File: src/rtl/sc_multiplier_sequencer_if.sv
// Control/status bundle between the multiply sequencer and its datapath/host.
// master: sequencer side. It takes Start, MultiplierLSB and Zero, and drives the
//         datapath selects, Busy and Done.
// slave:  datapath/host side, the mirror image of master.
interface sc_multiplier_sequencer_if #(
   parameter int DATAWIDTH_DECODER_SELECTION    = 3,
   parameter int DATAWIDTH_MUX_SELECTION        = 3,
   parameter int DATAWIDTH_ALU_SELECTION        = 4,
   parameter int DATAWIDTH_REGSHIFTER_SELECTION = 2
);
   logic                                      SC_MULTSEQ_Start_InLow;
   logic                                      SC_MULTSEQ_MultiplierLSB_In;
   logic                                      SC_MULTSEQ_Zero_InLow;
   logic [DATAWIDTH_DECODER_SELECTION-1:0]    SC_MULTSEQ_DecoderSelectionWrite_Out;
   logic [DATAWIDTH_MUX_SELECTION-1:0]        SC_MULTSEQ_MUXSelectionBUSA_Out;
   logic [DATAWIDTH_MUX_SELECTION-1:0]        SC_MULTSEQ_MUXSelectionBUSB_Out;
   logic [DATAWIDTH_ALU_SELECTION-1:0]        SC_MULTSEQ_ALUSelection_Out;
   logic                                      SC_MULTSEQ_RegSHIFTERLoad_OutLow;
   logic [DATAWIDTH_REGSHIFTER_SELECTION-1:0] SC_MULTSEQ_RegSHIFTERShiftSelection_OutLow;
   logic                                      SC_MULTSEQ_Busy_Out;
   logic                                      SC_MULTSEQ_Done_OutLow;

   modport master (
      input  SC_MULTSEQ_Start_InLow,
      input  SC_MULTSEQ_MultiplierLSB_In,
      input  SC_MULTSEQ_Zero_InLow,
      output SC_MULTSEQ_DecoderSelectionWrite_Out,
      output SC_MULTSEQ_MUXSelectionBUSA_Out,
      output SC_MULTSEQ_MUXSelectionBUSB_Out,
      output SC_MULTSEQ_ALUSelection_Out,
      output SC_MULTSEQ_RegSHIFTERLoad_OutLow,
      output SC_MULTSEQ_RegSHIFTERShiftSelection_OutLow,
      output SC_MULTSEQ_Busy_Out,
      output SC_MULTSEQ_Done_OutLow
   );

   modport slave (
      output SC_MULTSEQ_Start_InLow,
      output SC_MULTSEQ_MultiplierLSB_In,
      output SC_MULTSEQ_Zero_InLow,
      input  SC_MULTSEQ_DecoderSelectionWrite_Out,
      input  SC_MULTSEQ_MUXSelectionBUSA_Out,
      input  SC_MULTSEQ_MUXSelectionBUSB_Out,
      input  SC_MULTSEQ_ALUSelection_Out,
      input  SC_MULTSEQ_RegSHIFTERLoad_OutLow,
      input  SC_MULTSEQ_RegSHIFTERShiftSelection_OutLow,
      input  SC_MULTSEQ_Busy_Out,
      input  SC_MULTSEQ_Done_OutLow
   );
endinterface

File: src/rtl/sc_multiplier_sequencer.sv
// Moore sequencer that runs an unsigned shift-and-add multiply
// (RegGEN3 = RegGEN1 * RegGEN2, mod 2^DATAWIDTH_BUS) on the register/ALU/shifter datapath.
// Ports: SC_MULTSEQ_CLOCK_50 (clock), SC_MULTSEQ_Reset_InLow (async reset, active low),
//        bus_if (master modport: start/LSB/zero in; selects, Busy, Done out).
// Option: defining SC_MULTSEQ_EARLYEXIT_EN ends the multiply as soon as RegGEN2 reads zero.
module sc_multiplier_sequencer #(
   parameter int DATAWIDTH_DECODER_SELECTION    = 3,
   parameter int DATAWIDTH_MUX_SELECTION        = 3,
   parameter int DATAWIDTH_ALU_SELECTION        = 4,
   parameter int DATAWIDTH_REGSHIFTER_SELECTION = 2,
   parameter int DATAWIDTH_BUS                  = 8
) (
   input  logic                      SC_MULTSEQ_CLOCK_50,
   input  logic                      SC_MULTSEQ_Reset_InLow,
   sc_multiplier_sequencer_if.master bus_if
);
   localparam int CNT_W = $clog2(DATAWIDTH_BUS + 1);

   localparam int DW = DATAWIDTH_DECODER_SELECTION;
   localparam int MW = DATAWIDTH_MUX_SELECTION;
   localparam int AW = DATAWIDTH_ALU_SELECTION;
   localparam int SW = DATAWIDTH_REGSHIFTER_SELECTION;

   localparam logic [DW-1:0] DEC_NONE = DW'(3'b111);
   localparam logic [DW-1:0] DEC_GEN1 = DW'(3'b001);
   localparam logic [DW-1:0] DEC_GEN2 = DW'(3'b010);
   localparam logic [DW-1:0] DEC_GEN3 = DW'(3'b011);
   localparam logic [MW-1:0] MUX_NONE = MW'(3'b111);
   localparam logic [MW-1:0] MUX_GEN1 = MW'(3'b001);
   localparam logic [MW-1:0] MUX_GEN2 = MW'(3'b010);
   localparam logic [MW-1:0] MUX_GEN3 = MW'(3'b011);
   localparam logic [MW-1:0] MUX_FIX0 = MW'(3'b100);
   localparam logic [AW-1:0] ALU_NONE = AW'(4'b1111);
   localparam logic [AW-1:0] ALU_PASS = AW'(4'b0000);
   localparam logic [AW-1:0] ALU_ADD  = AW'(4'b1000);
   localparam logic [SW-1:0] SH_HOLD  = SW'(2'b11);
   localparam logic [SW-1:0] SH_LEFT  = SW'(2'b01);
   localparam logic [SW-1:0] SH_RIGHT = SW'(2'b10);

   typedef enum logic [4:0] {
      S_IDLE, S_INIT_0, S_INIT_1, S_INIT_2, S_TEST_0,
      S_ADD_0, S_ADD_1, S_ADD_2,
      S_SHL_0, S_SHL_1, S_SHL_2, S_SHL_3,
      S_SHR_0, S_SHR_1, S_SHR_2, S_SHR_3,
      S_DONE_0
   } state_t;

   state_t           state_q, state_d;
   logic [CNT_W-1:0] cnt_q, cnt_d, cnt_dec;

   logic            start_n, lsb;
   logic [DW-1:0]   dec;
   logic [MW-1:0]   busa, busb;
   logic [AW-1:0]   alu;
   logic            ld_n;
   logic [SW-1:0]   sh;
   logic            busy, done_n;

   assign start_n = bus_if.SC_MULTSEQ_Start_InLow;
   assign lsb     = bus_if.SC_MULTSEQ_MultiplierLSB_In;
   assign cnt_dec = cnt_q - CNT_W'(1);

`ifndef SC_MULTSEQ_EARLYEXIT_EN
   logic unused_zero;
   assign unused_zero = bus_if.SC_MULTSEQ_Zero_InLow;
`endif

   always_ff @(posedge SC_MULTSEQ_CLOCK_50 or negedge SC_MULTSEQ_Reset_InLow) begin
      if (!SC_MULTSEQ_Reset_InLow) begin
         state_q <= S_IDLE;
         cnt_q   <= '0;
      end else begin
         state_q <= state_d;
         cnt_q   <= cnt_d;
      end
   end

   always_comb begin
      state_d = S_IDLE;
      cnt_d   = cnt_q;
      case (state_q)
         S_IDLE:   state_d = start_n ? S_IDLE : S_INIT_0;
         S_INIT_0: begin
            state_d = S_INIT_1;
            cnt_d   = CNT_W'(DATAWIDTH_BUS);
         end
         S_INIT_1: state_d = S_INIT_2;
         S_INIT_2: state_d = S_TEST_0;
         S_TEST_0: begin
            state_d = lsb ? S_ADD_0 : S_SHL_0;
`ifdef SC_MULTSEQ_EARLYEXIT_EN
            // Multiplier already exhausted: nothing left to accumulate.
            if (!bus_if.SC_MULTSEQ_Zero_InLow) state_d = S_DONE_0;
`endif
         end
         S_ADD_0:  state_d = S_ADD_1;
         S_ADD_1:  state_d = S_ADD_2;
         S_ADD_2:  state_d = S_SHL_0;
         S_SHL_0:  state_d = S_SHL_1;
         S_SHL_1:  state_d = S_SHL_2;
         S_SHL_2:  state_d = S_SHL_3;
         S_SHL_3:  state_d = S_SHR_0;
         S_SHR_0:  state_d = S_SHR_1;
         S_SHR_1:  state_d = S_SHR_2;
         S_SHR_2:  state_d = S_SHR_3;
         S_SHR_3: begin
            cnt_d   = cnt_dec;
            state_d = (cnt_dec == '0) ? S_DONE_0 : S_TEST_0;
         end
         S_DONE_0: state_d = S_IDLE;
         default:  state_d = S_IDLE;
      endcase
   end

   // Microcode ROM: every field defaults to its idle value.
   always_comb begin
      dec    = DEC_NONE;
      busa   = MUX_NONE;
      busb   = MUX_NONE;
      alu    = ALU_NONE;
      ld_n   = 1'b1;
      sh     = SH_HOLD;
      busy   = 1'b1;
      done_n = 1'b1;
      case (state_q)
         S_INIT_0: begin busa = MUX_FIX0; alu = ALU_PASS; end
         S_INIT_1: begin busa = MUX_FIX0; alu = ALU_PASS; ld_n = 1'b0; end
         S_INIT_2: dec = DEC_GEN3;
         // RegGEN2 through the ALU so the zero flag reflects the multiplier.
         S_TEST_0: begin busa = MUX_GEN2; alu = ALU_PASS; end
         S_ADD_0: begin busa = MUX_GEN3; busb = MUX_GEN1; alu = ALU_ADD; end
         S_ADD_1: begin
            busa = MUX_GEN3; busb = MUX_GEN1; alu = ALU_ADD; ld_n = 1'b0;
         end
         S_ADD_2: dec = DEC_GEN3;
         S_SHL_0: begin busa = MUX_GEN1; alu = ALU_PASS; end
         S_SHL_1: begin busa = MUX_GEN1; alu = ALU_PASS; ld_n = 1'b0; end
         S_SHL_2: begin
            busa = MUX_GEN1; alu = ALU_PASS; ld_n = 1'b0; sh = SH_LEFT;
         end
         S_SHL_3: dec = DEC_GEN1;
         S_SHR_0: begin busa = MUX_GEN2; alu = ALU_PASS; end
         S_SHR_1: begin busa = MUX_GEN2; alu = ALU_PASS; ld_n = 1'b0; end
         S_SHR_2: begin
            busa = MUX_GEN2; alu = ALU_PASS; ld_n = 1'b0; sh = SH_RIGHT;
         end
         S_SHR_3: dec = DEC_GEN2;
         S_DONE_0: begin busy = 1'b0; done_n = 1'b0; end
         default: busy = 1'b0;
      endcase
   end

   assign bus_if.SC_MULTSEQ_DecoderSelectionWrite_Out       = dec;
   assign bus_if.SC_MULTSEQ_MUXSelectionBUSA_Out            = busa;
   assign bus_if.SC_MULTSEQ_MUXSelectionBUSB_Out            = busb;
   assign bus_if.SC_MULTSEQ_ALUSelection_Out                = alu;
   assign bus_if.SC_MULTSEQ_RegSHIFTERLoad_OutLow           = ld_n;
   assign bus_if.SC_MULTSEQ_RegSHIFTERShiftSelection_OutLow = sh;
   assign bus_if.SC_MULTSEQ_Busy_Out                        = busy;
   assign bus_if.SC_MULTSEQ_Done_OutLow                     = done_n;
endmodule

File: src/flat_wrapper.sv
// flat-port wrapper written by rule: the top's interface ports become plain ports
module sc_multiplier_sequencer_flat 
#(
   parameter int DATAWIDTH_DECODER_SELECTION    = 3,
   parameter int DATAWIDTH_MUX_SELECTION        = 3,
   parameter int DATAWIDTH_ALU_SELECTION        = 4,
   parameter int DATAWIDTH_REGSHIFTER_SELECTION = 2,
   parameter int DATAWIDTH_BUS                  = 8
)
  (SC_MULTSEQ_CLOCK_50, SC_MULTSEQ_Reset_InLow, bus_if_SC_MULTSEQ_Start_InLow, bus_if_SC_MULTSEQ_MultiplierLSB_In, bus_if_SC_MULTSEQ_Zero_InLow, bus_if_SC_MULTSEQ_DecoderSelectionWrite_Out, bus_if_SC_MULTSEQ_MUXSelectionBUSA_Out, bus_if_SC_MULTSEQ_MUXSelectionBUSB_Out, bus_if_SC_MULTSEQ_ALUSelection_Out, bus_if_SC_MULTSEQ_RegSHIFTERLoad_OutLow, bus_if_SC_MULTSEQ_RegSHIFTERShiftSelection_OutLow, bus_if_SC_MULTSEQ_Busy_Out, bus_if_SC_MULTSEQ_Done_OutLow);
  sc_multiplier_sequencer_if #(.DATAWIDTH_DECODER_SELECTION(DATAWIDTH_DECODER_SELECTION), .DATAWIDTH_MUX_SELECTION(DATAWIDTH_MUX_SELECTION), .DATAWIDTH_ALU_SELECTION(DATAWIDTH_ALU_SELECTION), .DATAWIDTH_REGSHIFTER_SELECTION(DATAWIDTH_REGSHIFTER_SELECTION)) bus_if_i ();
  input  logic SC_MULTSEQ_CLOCK_50;
  input  logic SC_MULTSEQ_Reset_InLow;
  input wire logic [$bits(bus_if_i.SC_MULTSEQ_Start_InLow)-1:0] bus_if_SC_MULTSEQ_Start_InLow;
  input wire logic [$bits(bus_if_i.SC_MULTSEQ_MultiplierLSB_In)-1:0] bus_if_SC_MULTSEQ_MultiplierLSB_In;
  input wire logic [$bits(bus_if_i.SC_MULTSEQ_Zero_InLow)-1:0] bus_if_SC_MULTSEQ_Zero_InLow;
  output wire logic [$bits(bus_if_i.SC_MULTSEQ_DecoderSelectionWrite_Out)-1:0] bus_if_SC_MULTSEQ_DecoderSelectionWrite_Out;
  output wire logic [$bits(bus_if_i.SC_MULTSEQ_MUXSelectionBUSA_Out)-1:0] bus_if_SC_MULTSEQ_MUXSelectionBUSA_Out;
  output wire logic [$bits(bus_if_i.SC_MULTSEQ_MUXSelectionBUSB_Out)-1:0] bus_if_SC_MULTSEQ_MUXSelectionBUSB_Out;
  output wire logic [$bits(bus_if_i.SC_MULTSEQ_ALUSelection_Out)-1:0] bus_if_SC_MULTSEQ_ALUSelection_Out;
  output wire logic [$bits(bus_if_i.SC_MULTSEQ_RegSHIFTERLoad_OutLow)-1:0] bus_if_SC_MULTSEQ_RegSHIFTERLoad_OutLow;
  output wire logic [$bits(bus_if_i.SC_MULTSEQ_RegSHIFTERShiftSelection_OutLow)-1:0] bus_if_SC_MULTSEQ_RegSHIFTERShiftSelection_OutLow;
  output wire logic [$bits(bus_if_i.SC_MULTSEQ_Busy_Out)-1:0] bus_if_SC_MULTSEQ_Busy_Out;
  output wire logic [$bits(bus_if_i.SC_MULTSEQ_Done_OutLow)-1:0] bus_if_SC_MULTSEQ_Done_OutLow;
  assign bus_if_i.SC_MULTSEQ_Start_InLow = bus_if_SC_MULTSEQ_Start_InLow;
  assign bus_if_i.SC_MULTSEQ_MultiplierLSB_In = bus_if_SC_MULTSEQ_MultiplierLSB_In;
  assign bus_if_i.SC_MULTSEQ_Zero_InLow = bus_if_SC_MULTSEQ_Zero_InLow;
  assign bus_if_SC_MULTSEQ_DecoderSelectionWrite_Out = bus_if_i.SC_MULTSEQ_DecoderSelectionWrite_Out;
  assign bus_if_SC_MULTSEQ_MUXSelectionBUSA_Out = bus_if_i.SC_MULTSEQ_MUXSelectionBUSA_Out;
  assign bus_if_SC_MULTSEQ_MUXSelectionBUSB_Out = bus_if_i.SC_MULTSEQ_MUXSelectionBUSB_Out;
  assign bus_if_SC_MULTSEQ_ALUSelection_Out = bus_if_i.SC_MULTSEQ_ALUSelection_Out;
  assign bus_if_SC_MULTSEQ_RegSHIFTERLoad_OutLow = bus_if_i.SC_MULTSEQ_RegSHIFTERLoad_OutLow;
  assign bus_if_SC_MULTSEQ_RegSHIFTERShiftSelection_OutLow = bus_if_i.SC_MULTSEQ_RegSHIFTERShiftSelection_OutLow;
  assign bus_if_SC_MULTSEQ_Busy_Out = bus_if_i.SC_MULTSEQ_Busy_Out;
  assign bus_if_SC_MULTSEQ_Done_OutLow = bus_if_i.SC_MULTSEQ_Done_OutLow;
  sc_multiplier_sequencer #(.DATAWIDTH_DECODER_SELECTION(DATAWIDTH_DECODER_SELECTION), .DATAWIDTH_MUX_SELECTION(DATAWIDTH_MUX_SELECTION), .DATAWIDTH_ALU_SELECTION(DATAWIDTH_ALU_SELECTION), .DATAWIDTH_REGSHIFTER_SELECTION(DATAWIDTH_REGSHIFTER_SELECTION), .DATAWIDTH_BUS(DATAWIDTH_BUS)) u_core (.SC_MULTSEQ_CLOCK_50(SC_MULTSEQ_CLOCK_50), .SC_MULTSEQ_Reset_InLow(SC_MULTSEQ_Reset_InLow), .bus_if(bus_if_i));
endmodule
File: config.mk
export PLATFORM = sky130hd
export DESIGN_NAME = sc_multiplier_sequencer_flat
export DESIGN_NICKNAME = d
export VERILOG_FILES = /design/src/rtl/sc_multiplier_sequencer_if.sv /design/src/rtl/sc_multiplier_sequencer.sv /design/src/flat_wrapper.sv
export SDC_FILE = /design/constraint.sdc
export NUM_CORES = 1
export LEC_CHECK = 0
export CAP_MARGIN = 20
export CORE_ASPECT_RATIO = 1.1
export CORE_UTILIZATION = 45
export DETAILED_ROUTE_END_ITERATION = 16
export PLACE_DENSITY = 0.75
export SYNTH_ARGS = -nofsm -noshare
export SYNTH_HDL_FRONTEND = slang
export SYNTH_SLANG_ARGS = --single-unit
File: constraint.sdc
create_clock -name SC_MULTSEQ_CLOCK_50 -period 1.7 [get_ports SC_MULTSEQ_CLOCK_50]
set_clock_uncertainty 0.05 [all_clocks]
set_input_delay 0.34 -clock SC_MULTSEQ_CLOCK_50 [delete_from_list [all_inputs] [get_ports SC_MULTSEQ_CLOCK_50]]
set_output_delay 0.34 -clock SC_MULTSEQ_CLOCK_50 [all_outputs]
set_load 0.05 [all_outputs]
Yosys cells after proc, flatten, opt, wreduce, memory -nomap -nowiden. Cells that the tools add are included.

Flip-flop bits (word level): 9. Bits of input ports: 5. Output and inout bits: 18. Logic and storage cells: 43.

Add/sub/neg operators: 1. Equal/unequal tests: 16. Mux-type cells: 13. Reductions and logical operators: 11.

Operators by type and width (count): $pmux W5 S16 (1); $eq A5 B4 Y1 const B (8); $eq A5 B3 Y1 const B (4); $pmux W4 S2 (2); $reduce_or A15 Y1 (1); $pmux W3 S4 (1); $eq A5 B2 Y1 const B (2); $pmux W3 S3 (1); $reduce_or A9 Y1 (1); $reduce_or A2 Y1 (3); $reduce_or A6 Y1 (1); $eq A5 B1 Y1 const B (1); $eq A5 B5 Y1 const B (1); $logic_not A5 Y1 (1); $mux W5 (1); $logic_not A4 Y1 (1); $mux W1 (4); $mux W4 (1); $pmux W2 S2 (1); $reduce_or A4 Y1 (1); $sub A4 B1 Y4 const B (1); $mux W3 (1); $reduce_or A3 Y1 (1); $reduce_bool A2 Y1 (1).

Longest topological paths before layout. Gate-level depths: netlist of the first run.

Word-level depth: 4. Mapped depth: 5. Depth with buffers taken out: 5.

Worst setup path before layout of the first run. No wires, ideal clock.

Path type: reg2out. Start point: register u_core.state_q[0]. End point: output bus_if_SC_MULTSEQ_MUXSelectionBUSA_Out[1]. Arrival time: 2497 ps. Setup slack: -1187 ps. Cell stages (with the launch flop): 4. Path buffers: 2. Path through: dfrtp_1 buf_6 buf_2 o311ai_0.

Word-level cells in the longest chain between the ends: 3. Elaborated cells between the ends (all ways): 16. Classes of those cells: eq/ne: 11; mux: 1; reduce/logical: 4.

RTL lines: start: declaration (RTL line sc_multiplier_sequencer.sv:48) `state_t state_q, state_d;`; start signal: assignment (RTL line sc_multiplier_sequencer.sv:73) `state_q <= state_d;`; $eq A5 B3 Y1, or another cell as far along (RTL line sc_multiplier_sequencer.sv:125) `case (state_q)`; $reduce_or A4 Y1 (no line), or another cell as far along; $pmux W3 S4 (*) (RTL line sc_multiplier_sequencer.sv:125); end: declaration (RTL line flat_wrapper.sv:18) `output wire logic [$bits(bus_if_i.SC_MULTSEQ_MUXSelectionBUSA_Out)-1:0] bus_if_SC_MULTSEQ_MUXSelectionBUSA_Out ...`.

Mark *: on every way between the ends. The rest lies on a longest branch, timed or not.

Worst setup path after layout of the first run.
Start point: register u_core.state_q[3]. End point: output bus_if_SC_MULTSEQ_MUXSelectionBUSB_Out[2].

Word-level cells in the longest chain between the ends: 3. Elaborated cells between the ends (all ways): 4. Classes of those cells: eq/ne: 2; mux: 1; reduce/logical: 1.

RTL lines: $eq A5 B3 Y1 (RTL line sc_multiplier_sequencer.sv:125); $reduce_or A2 Y1 (no line) (*); $mux W3 (*) (RTL line sc_multiplier_sequencer.sv:125); end: declaration (RTL line flat_wrapper.sv:19) `output wire logic [$bits(bus_if_i.SC_MULTSEQ_MUXSelectionBUSB_Out)-1:0] bus_if_SC_MULTSEQ_MUXSelectionBUSB_Out ...`.

Marked as above.

==> results_dict.tcl, run 1 <==
set metrics [dict create \
    syn_area_um2 744 \
    n_antenna_cell 0 \
    drive_gt1_share_pct 54.4 \
    ys_seq_area_share_pct 30.3 \
    gr-max-usage-layer "met2" \
    drt_iter0_drc 21 \
    die-area_um2 1820 \
    wire_per_inst_um 17.4 \
    netlist_instances 87 \
    layout_setup_ws_ps -234 \
    crit_arrival_ps 1540 \
    start_util_pct 47.8 \
    die_y_um 44.7 \
    grt_max_degree 13 \
    dpl_cell_area_um2 1100 \
    first_global_vias 777 \
    rr_worst_depth 6 \
    viasPerCell 5.99 \
    num_rows 15 \
    final_max_slew_viol_count 0 \
    die_width_um 40.8 \
    required_ps 1310 \
    ioPinCount 23 \
    ff2ff_setup_slack_ps -20 \
    hold_viol_final 0 \
    synth_mux_area_share_pct 0 \
    fin_crit_ps 1930 \
    htree_levels 1 \
    cts_tree "done" \
    root_buffer "clkbuf_4" \
    area_growth_syn_to_layout_pct 75.8 \
    gp_congestion 0.709 \
    use_met1_pct 32.7 \
    ys_ff_latch 9 \
    clock.fmax_mhz 517 \
    route.detailed.drc 0 \
    finalSetupViolations 20 \
    drt-total-wl_um 2470 \
    dr.pass1.iters 4 \
    numCtsBuffers 3 \
    setup_tns_ps -2860 \
    syn-num-nets 94 \
    outcome "finished with violations" \
    vias 851 \
    dp_hpwl_um 1460 \
    multi_input_area_um2 487 \
    synth_xor_xnor_area_share_pct 3.53 \
    avgSynthCellArea_um2 8.56 \
    final_cells 142 \
    hold_path.class "in2async" \
    final_area_um2 1310 \
    grtUsageMet2_pct 49.1 \
    violations "setup timing" \
    synth-simple-area-share_pct 29.6 \
    place_ws_ps 6.63 \
    fill_cells 81 \
    use_met3_pct 8.04 \
    final_nets 133 \
    clockBufferDepth 2 \
    cp_max_fo 5 \
    coreArea_um2 1560 \
    cts_num_sinks 9 \
    rr_startpoint "u_core.state_q[1]" \
    ys.flop_type "dfrtp_1" \
    synthDistinctLibCells 37 \
    io_buffers 20 \
    fin_crit_sh_pct 114 \
    grt_first_pass_wirelength_um 3460 \
    ys_async_sr_fraction_pct 100 \
    cp-start-kind "flop" \
    placed_cells 129 \
    ys.warnings.count 0 \
    reg2reg_to "u_core.cnt_q[0]" \
    rsz0062_at_grt "yes" \
    worstSkewPairLatency_ps 260 \
    end_kind "primary output" \
    path_clk_slew_ps 60 \
    max_cap_viol_count 0 \
    grtUsageTotal_pct 28.7 \
    regArea_um2 229 \
    overflow 0 \
    ant_nets 0 \
    timing_worst_setup_path_type "reg2out" \
    synth_top_family_by_area "simple AND/OR/NAND/NOR gates" \
    synthAdderAreaFrac_pct 3.36 \
    synth_edf_count 0 \
    synth_compound_area_share_pct 20.0 \
    antenna_found_initial 0 \
]
==> cell families (layout without fill, tap and decap cells) <==
group | after synthesis | in the layout
AND/OR/NAND/NOR | 36 | 36
XOR/XNOR | 3 | 3
other | 1 | 1
buffers and inverters | 16 | 54
adder cells (fa/ha/maj) | 2 | 2
AO/OA/AOI/OAI | 20 | 20
flip-flops | 9 | 9
==> metrics by stage <==
step	hold WS (ps)	util, %
after floorplan	-5.59	-
after global placement	521	70.4
after detailed placement	548	70.4
after CTS	335	80.6
after global routing	359	84.0
final	336	84.0
==> critical path, stage by stage (launching register included) <==
cell	delay, ps
dfrtp_1	410
buf_12	150
or4_4	550
buf_8	180
==> cell usage in the layout, fill, tap and decap left out, types with 2 or more instances in the layout <==
cell	n
a21oi_1	3
buf_12	9
buf_2	2
buf_4	16
buf_6	11
buf_8	4
clkbuf_4	3
clkdlybuf4s50_1	3
dfrtp_1	6
dfrtp_2	3
ha_1	2
inv_1	3
nand2_2	2
nand2b_1	5
nand3_1	2
nand3b_1	2
nand4_1	2
nor2_1	5
nor3_1	2
nor4_1	2
o21ai_0	4
o21ai_1	2
or4_4	3
xnor2_1	3
==> per-layer routing <==
| metal | wire length, um | share of wire, % | vias up |
|---|---|---|---|
| li1 | - | - | 383 |
| met1 | 901 | 37 | 408 |
| met2 | 1360 | 55 | 52 |
| met3 | 156 | 6.3 | 8 |
| met4 | 51 | 2.1 | 0 |
| met5 | 0 | 0 | - |
==> synth_stat cells (2+ instances only) <==
cell / instances / area share, %
nand3b_1: 2 / 2.0
nand2_1: 3 / 1.5
nand2b_1: 6 / 5.0
nand3_1: 2 / 1.3
buf_2: 4 / 2.7
inv_1: 4 / 2.0
o21ai_0: 7 / 4.7
a21oi_1: 4 / 2.7
ha_1: 2 / 3.4
nand4_1: 2 / 1.7
buf_4: 4 / 4.0
nor2_1: 6 / 3.0
nor3_1: 2 / 1.3
or4_1: 3 / 3.0
xnor2_1: 3 / 3.5
buf_6: 2 / 3.0
nor4_1: 3 / 2.5
dfrtp_1: 9 / 30
==> area by class of cell <==
cell class	count	share of cell area [%]
tap	17	1.63
sequential	9	17.5
timing repair buffer	45	40.1
inverter	5	1.63
multi-input combinational	62	37.2
clock buffer	4	2.01
==> sequential cells by signal (all words and copies together), names as in the netlist <==
signal          cells
u_core.state_q      5
u_core.cnt_q        4
==> how the worst max path moves through the flow <==
stage / start / endpoint / slack [ps]
finish: u_core.state_q[3] / bus_if_SC_MULTSEQ_MUXSelectionBUSB_Out[2] / -230
global route: u_core.state_q[0] / bus_if_SC_MULTSEQ_DecoderSelectionWrite_Out[0] / -270
CTS: u_core.state_q[3] / bus_if_SC_MULTSEQ_MUXSelectionBUSB_Out[2] / -210
detailed placement: u_core.state_q[0] / bus_if_SC_MULTSEQ_MUXSelectionBUSB_Out[2] / 7
global placement: u_core.state_q[0] / bus_if_SC_MULTSEQ_MUXSelectionBUSB_Out[2] / -1
floorplan: u_core.state_q[1] / bus_if_SC_MULTSEQ_ALUSelection_Out[1] / -160
==> repair_timing <==
action | in CTS | in global routing
pin swaps | 1 | 3
gates cloned | 0 | 1
resized for setup | 23 | 10
setup buffers | 5 | 3
setup endpoints to repair | 17 | 17
hold buffers | 0 | 0
Power of run 1 is left out: the tool's default activity adds up to more than one toggle a clock period on the data nets, which glitch-free logic cannot reach.
==> run 2: changes to the inputs <==
--- a/config.mk
+++ b/config.mk
@@ -9,7 +9,7 @@
 export CORE_ASPECT_RATIO = 1.1
 export CORE_UTILIZATION = 45
 export DETAILED_ROUTE_END_ITERATION = 16
-export PLACE_DENSITY = 0.75
+export PLACE_DENSITY_LB_ADDON = 0.15
 export SYNTH_ARGS = -nofsm -noshare
 export SYNTH_HDL_FRONTEND = slang
 export SYNTH_SLANG_ARGS = --single-unit
==> results_dict.tcl, run 2 (same netlist as run 1, synthesis figures left out) <==
set metrics [dict create \
    hold_path.class "in2async" \
    route.detailed.drc 0 \
    root_buffer "clkbuf_4" \
    io_buffers 20 \
    die_y_um 44.7 \
    final_cell_mix "19 x buf_4, 16 x buf_6, 7 x buf_12, 6 x dfrtp_1" \
    fin_crit_sh_pct 115 \
    fin_crit_ps 1950 \
    wire_per_inst_um 15.7 \
    start_util_pct 47.8 \
    antenna_found_initial 0 \
    cts_num_sinks 9 \
    end_kind "primary output" \
    crit_arrival_ps 1560 \
    finalSetupViolations 17 \
    clockBufferDepth 2 \
    grt_max_degree 13 \
    timing_worst_setup_path_type "reg2out" \
    fill_cells 86 \
    top_regs "u_core.state_q (5), u_core.cnt_q (4)" \
    cts_tree "done" \
    overflow 0 \
    setup_tns_ps -2940 \
    layout_setup_ws_ps -250 \
    regArea_um2 229 \
    drt_iter0_drc 14 \
    viasPerCell 5.81 \
    rsz0062_at_grt "yes" \
    use_met3_pct 4.02 \
    violations "setup timing" \
    grt_first_pass_wirelength_um 3570 \
    final_nets 136 \
    cp_max_fo 10 \
    clock.fmax_mhz 513 \
    first_global_vias 811 \
    ioPinCount 23 \
    use_met1_pct 34.1 \
    dr.pass1.iters 4 \
    gp_congestion 0.768 \
    htree_levels 1 \
    hold_viol_final 0 \
    drive_gt1_share_pct 55.5 \
    mostFrequentLayoutCell "buf_4" \
    drt-total-wl_um 2280 \
    max_cap_viol_count 0 \
    final_max_slew_viol_count 0 \
    required_ps 1310 \
    coreArea_um2 1560 \
    vias 842 \
    numCtsBuffers 3 \
    largest_reg_flops 5 \
    n_antenna_cell 0 \
    num_rows 15 \
    path_clk_slew_ps 60 \
    die_width_um 40.8 \
    die-area_um2 1820 \
    outcome "finished with violations" \
    grtUsageTotal_pct 28.9 \
    rr_worst_depth 6 \
    grtUsageMet2_pct 50.6 \
    ant_nets 0 \
    largest_register "u_core.state_q" \
    dp_hpwl_um 1400 \
    cp-start-kind "flop" \
    hold_ws_ps 312 \
    gr-max-usage-layer "met2" \
    multi_input_area_um2 504 \
    worstSkewPairLatency_ps 270 \
    area_growth_syn_to_layout_pct 78.7 \
]
[run 2: cell types whose count changed in the layout (fill, tap and decap cells not counted), moves of 2 or more]
| cell | previous run | this run |
|---|---|---|
| buf_6 | 11 | 16 |
| buf_4 | 16 | 19 |
| buf_12 | 9 | 7 |
| buf_8 | 4 | 2 |
[run 2: final timing paths]
check / from / to / slack [ps]
min reg2reg: u_core.cnt_q[1] / u_core.cnt_q[1] / 560
max in group asynchronous: SC_MULTSEQ_Reset_InLow / u_core.state_q[4] / 970
max reg2reg: u_core.state_q[0] / u_core.state_q[2] / 120
max: u_core.state_q[0] / bus_if_SC_MULTSEQ_MUXSelectionBUSA_Out[0] / -250
min in group SC_MULTSEQ_CLOCK_50: u_core.cnt_q[1] / u_core.cnt_q[1] / 560
min: SC_MULTSEQ_Reset_InLow / u_core.cnt_q[3] / 310
[run 2: critical path, cell delays in order, from the launching register on]
cell	delay (ps)
dfrtp_1	410
buf_12	160
a21oi_1	140
buf_4	190
o31a_1	170
o21ai_2	70
buf_6	150
[run 2: repair_timing]
item | 4_1_cts | 5_1_grt
pin swaps | 2 | 0
hold buffers | 0 | 0
resized for setup | 28 | 7
setup endpoints to repair | 17 | 18
setup buffers | 11 | 0
[run 2: metrics by stage]
step                utilization, %  setup slack, ps  std cells  area [um2]
finish                        85.4             -250        145        1330
detailed placement            70.1            -33.0        130        1090
global placement              70.1             10.5        130        1090
floorplan                        -             -157         87         778
CTS                           83.5             -241        145        1300
global route                  85.4             -323        145        1330
[run 2: layout make-up]
class,instances,share of cell area (%)
Timing Repair Buffer,48,39.7
Inverter,5,1.60
Multi-Input combinational cell,62,37.9
Sequential cell,9,17.2
Clock buffer,4,1.98
Tap cell,17,1.60
[run 2: layer usage]
layer / part of all wire (%) / wire [um] / vias up
li1: - / - / 388
met1: 40 / 905 / 408
met2: 52 / 1190 / 36
met3: 4.0 / 91 / 10
met4: 4.2 / 95 / 0
met5: 0 / 0 / -
Power of run 2 is left out for the same reason.
==> run 3: changes to the inputs <==
--- a/config.mk
+++ b/config.mk
@@ -7,6 +7,7 @@
 export LEC_CHECK = 0
 export CAP_MARGIN = 20
 export CORE_ASPECT_RATIO = 1.1
+export CORE_MARGIN = 2
 export CORE_UTILIZATION = 45
 export DETAILED_ROUTE_END_ITERATION = 16
 export PLACE_DENSITY_LB_ADDON = 0.15
==> results_dict.tcl, run 3 (same netlist as run 1, synthesis figures left out) <==
set metrics [dict create \
    placed_cells 129 \
    final_cells 140 \
    gp_congestion 0.724 \
    die_width_um 42.8 \
    route.detailed.drc 0 \
    largest_register "u_core.state_q" \
    required_ps 1310 \
    dr.pass1.iters 4 \
    drive_gt1_share_pct 52.8 \
    final_area_um2 1260 \
    end_kind "primary output" \
    wire_per_inst_um 15.1 \
    max_cap_viol_count 0 \
    ioPinCount 23 \
    start_util_pct 47.8 \
    fin_crit_sh_pct 111 \
    gr-max-usage-layer "met2" \
    io_buffers 20 \
    clock.fmax_mhz 530 \
    hold_path.class "in2async" \
    outcome "finished with violations" \
    first_global_vias 729 \
    rsz0062_at_grt "yes" \
    crit_arrival_ps 1500 \
    htree_levels 1 \
    drt-total-wl_um 2110 \
    use_met1_pct 22.0 \
    final_cell_mix "17 x buf_6, 16 x buf_4, 6 x buf_12, 6 x dfrtp_1, 5 x nand2b_1" \
    num_rows 15 \
    mostFrequentLayoutCell "buf_6" \
    clockBufferDepth 2 \
    finalSetupViolations 15 \
    worstSkewPairLatency_ps 250 \
    ff2ff_setup_slack_ps 50 \
    rr_startpoint "u_core.state_q[1]" \
    largest_reg_flops 5 \
    cp-start-kind "flop" \
    grtUsageTotal_pct 20.5 \
    ant_nets 0 \
    drt_iter0_drc 27 \
    numCtsBuffers 3 \
    grt_max_degree 13 \
    die-area_um2 2000 \
    vias 790 \
    overflow 0 \
    coreArea_um2 1560 \
    final_max_slew_viol_count 0 \
    use_met3_pct 2.75 \
    dp_hpwl_um 1420 \
    n_antenna_cell 0 \
    hold_viol_final 0 \
    antenna_found_initial 0 \
    cp_max_fo 8 \
    viasPerCell 5.64 \
    layout_setup_ws_ps -188 \
    grt_first_pass_wirelength_um 3060 \
    rr_worst_depth 6 \
    reg2reg_to "u_core.cnt_q[2]" \
    final_nets 131 \
    top_regs "u_core.state_q (5), u_core.cnt_q (4)" \
    violations "setup timing" \
    dpl_cell_area_um2 1070 \
    grtUsageMet2_pct 42.4 \
    fin_crit_ps 1890 \
    timing_worst_setup_path_type "reg2out" \
    area_growth_syn_to_layout_pct 69.6 \
    die_y_um 46.7 \
    hold_ws_ps 326 \
    path_clk_slew_ps 60 \
    cts_tree "done" \
    cts_num_sinks 9 \
    root_buffer "clkbuf_4" \
]
[run 3: cell type report]
cell class | count | area (um2)
multi-input cells | 62 | 490
clock buffers | 4 | 26.3
flip-flops and latches | 9 | 229
inverters | 5 | 18.8
repair buffers | 43 | 477
well taps | 17 | 21.3
fillers | 104 | 295
[run 3: worst max path at each step]
stage                                 start                                                    to  slack (ps)  cells past startpoint
after global routing      u_core.state_q[0]                 bus_if_SC_MULTSEQ_ALUSelection_Out[0]        -250                      5
after CTS                 u_core.state_q[0]  bus_if_SC_MULTSEQ_RegSHIFTERShiftSelection_OutLow[0]        -180                      3
after floorplan           u_core.state_q[1]                 bus_if_SC_MULTSEQ_ALUSelection_Out[1]        -160                      5
final                     u_core.state_q[0]                 bus_if_SC_MULTSEQ_ALUSelection_Out[0]        -190                      5
after detailed placement  u_core.state_q[0]                 bus_if_SC_MULTSEQ_ALUSelection_Out[2]          70                      5
after global placement    u_core.state_q[0]  bus_if_SC_MULTSEQ_RegSHIFTERShiftSelection_OutLow[1]          80                      3
[run 3: what timing repair did]
item | 4_1_cts | 5_1_grt
setup endpoints to repair | 17 | 17
pin swaps | 1 | 4
resized for setup | 17 | 15
hold buffers | 0 | 0
buffers inserted | 4 | 4
[run 3: routing by layer]
layer	up-vias	part of all wire, %
li1	380	-
met1	383	38
met2	25	57
met3	2	4.9
met4	0	0.28
met5	-	0
[run 3: through the flow]
| step | setup WS [ps] | setup TNS [ps] | util (%) |
|---|---|---|---|
| 2_1_floorplan | -157 | -763 | - |
| 6_report | -188 | -1860 | 81.0 |
| 4_1_cts | -184 | -2030 | 75.2 |
| 3_5_place_dp | 72.2 | 0 | 68.8 |
| 3_3_place_gp | 81.6 | 0 | 68.8 |
| 5_1_grt | -248 | -2700 | 81.0 |
[run 3: critical path: stages, from the launching register on]
cell      delay, ps
dfrtp_1         390
buf_6           150
nor4_4          200
buf_4           170
nand2b_4        180
buf_12          150
Power of run 3 is left out for the same reason.
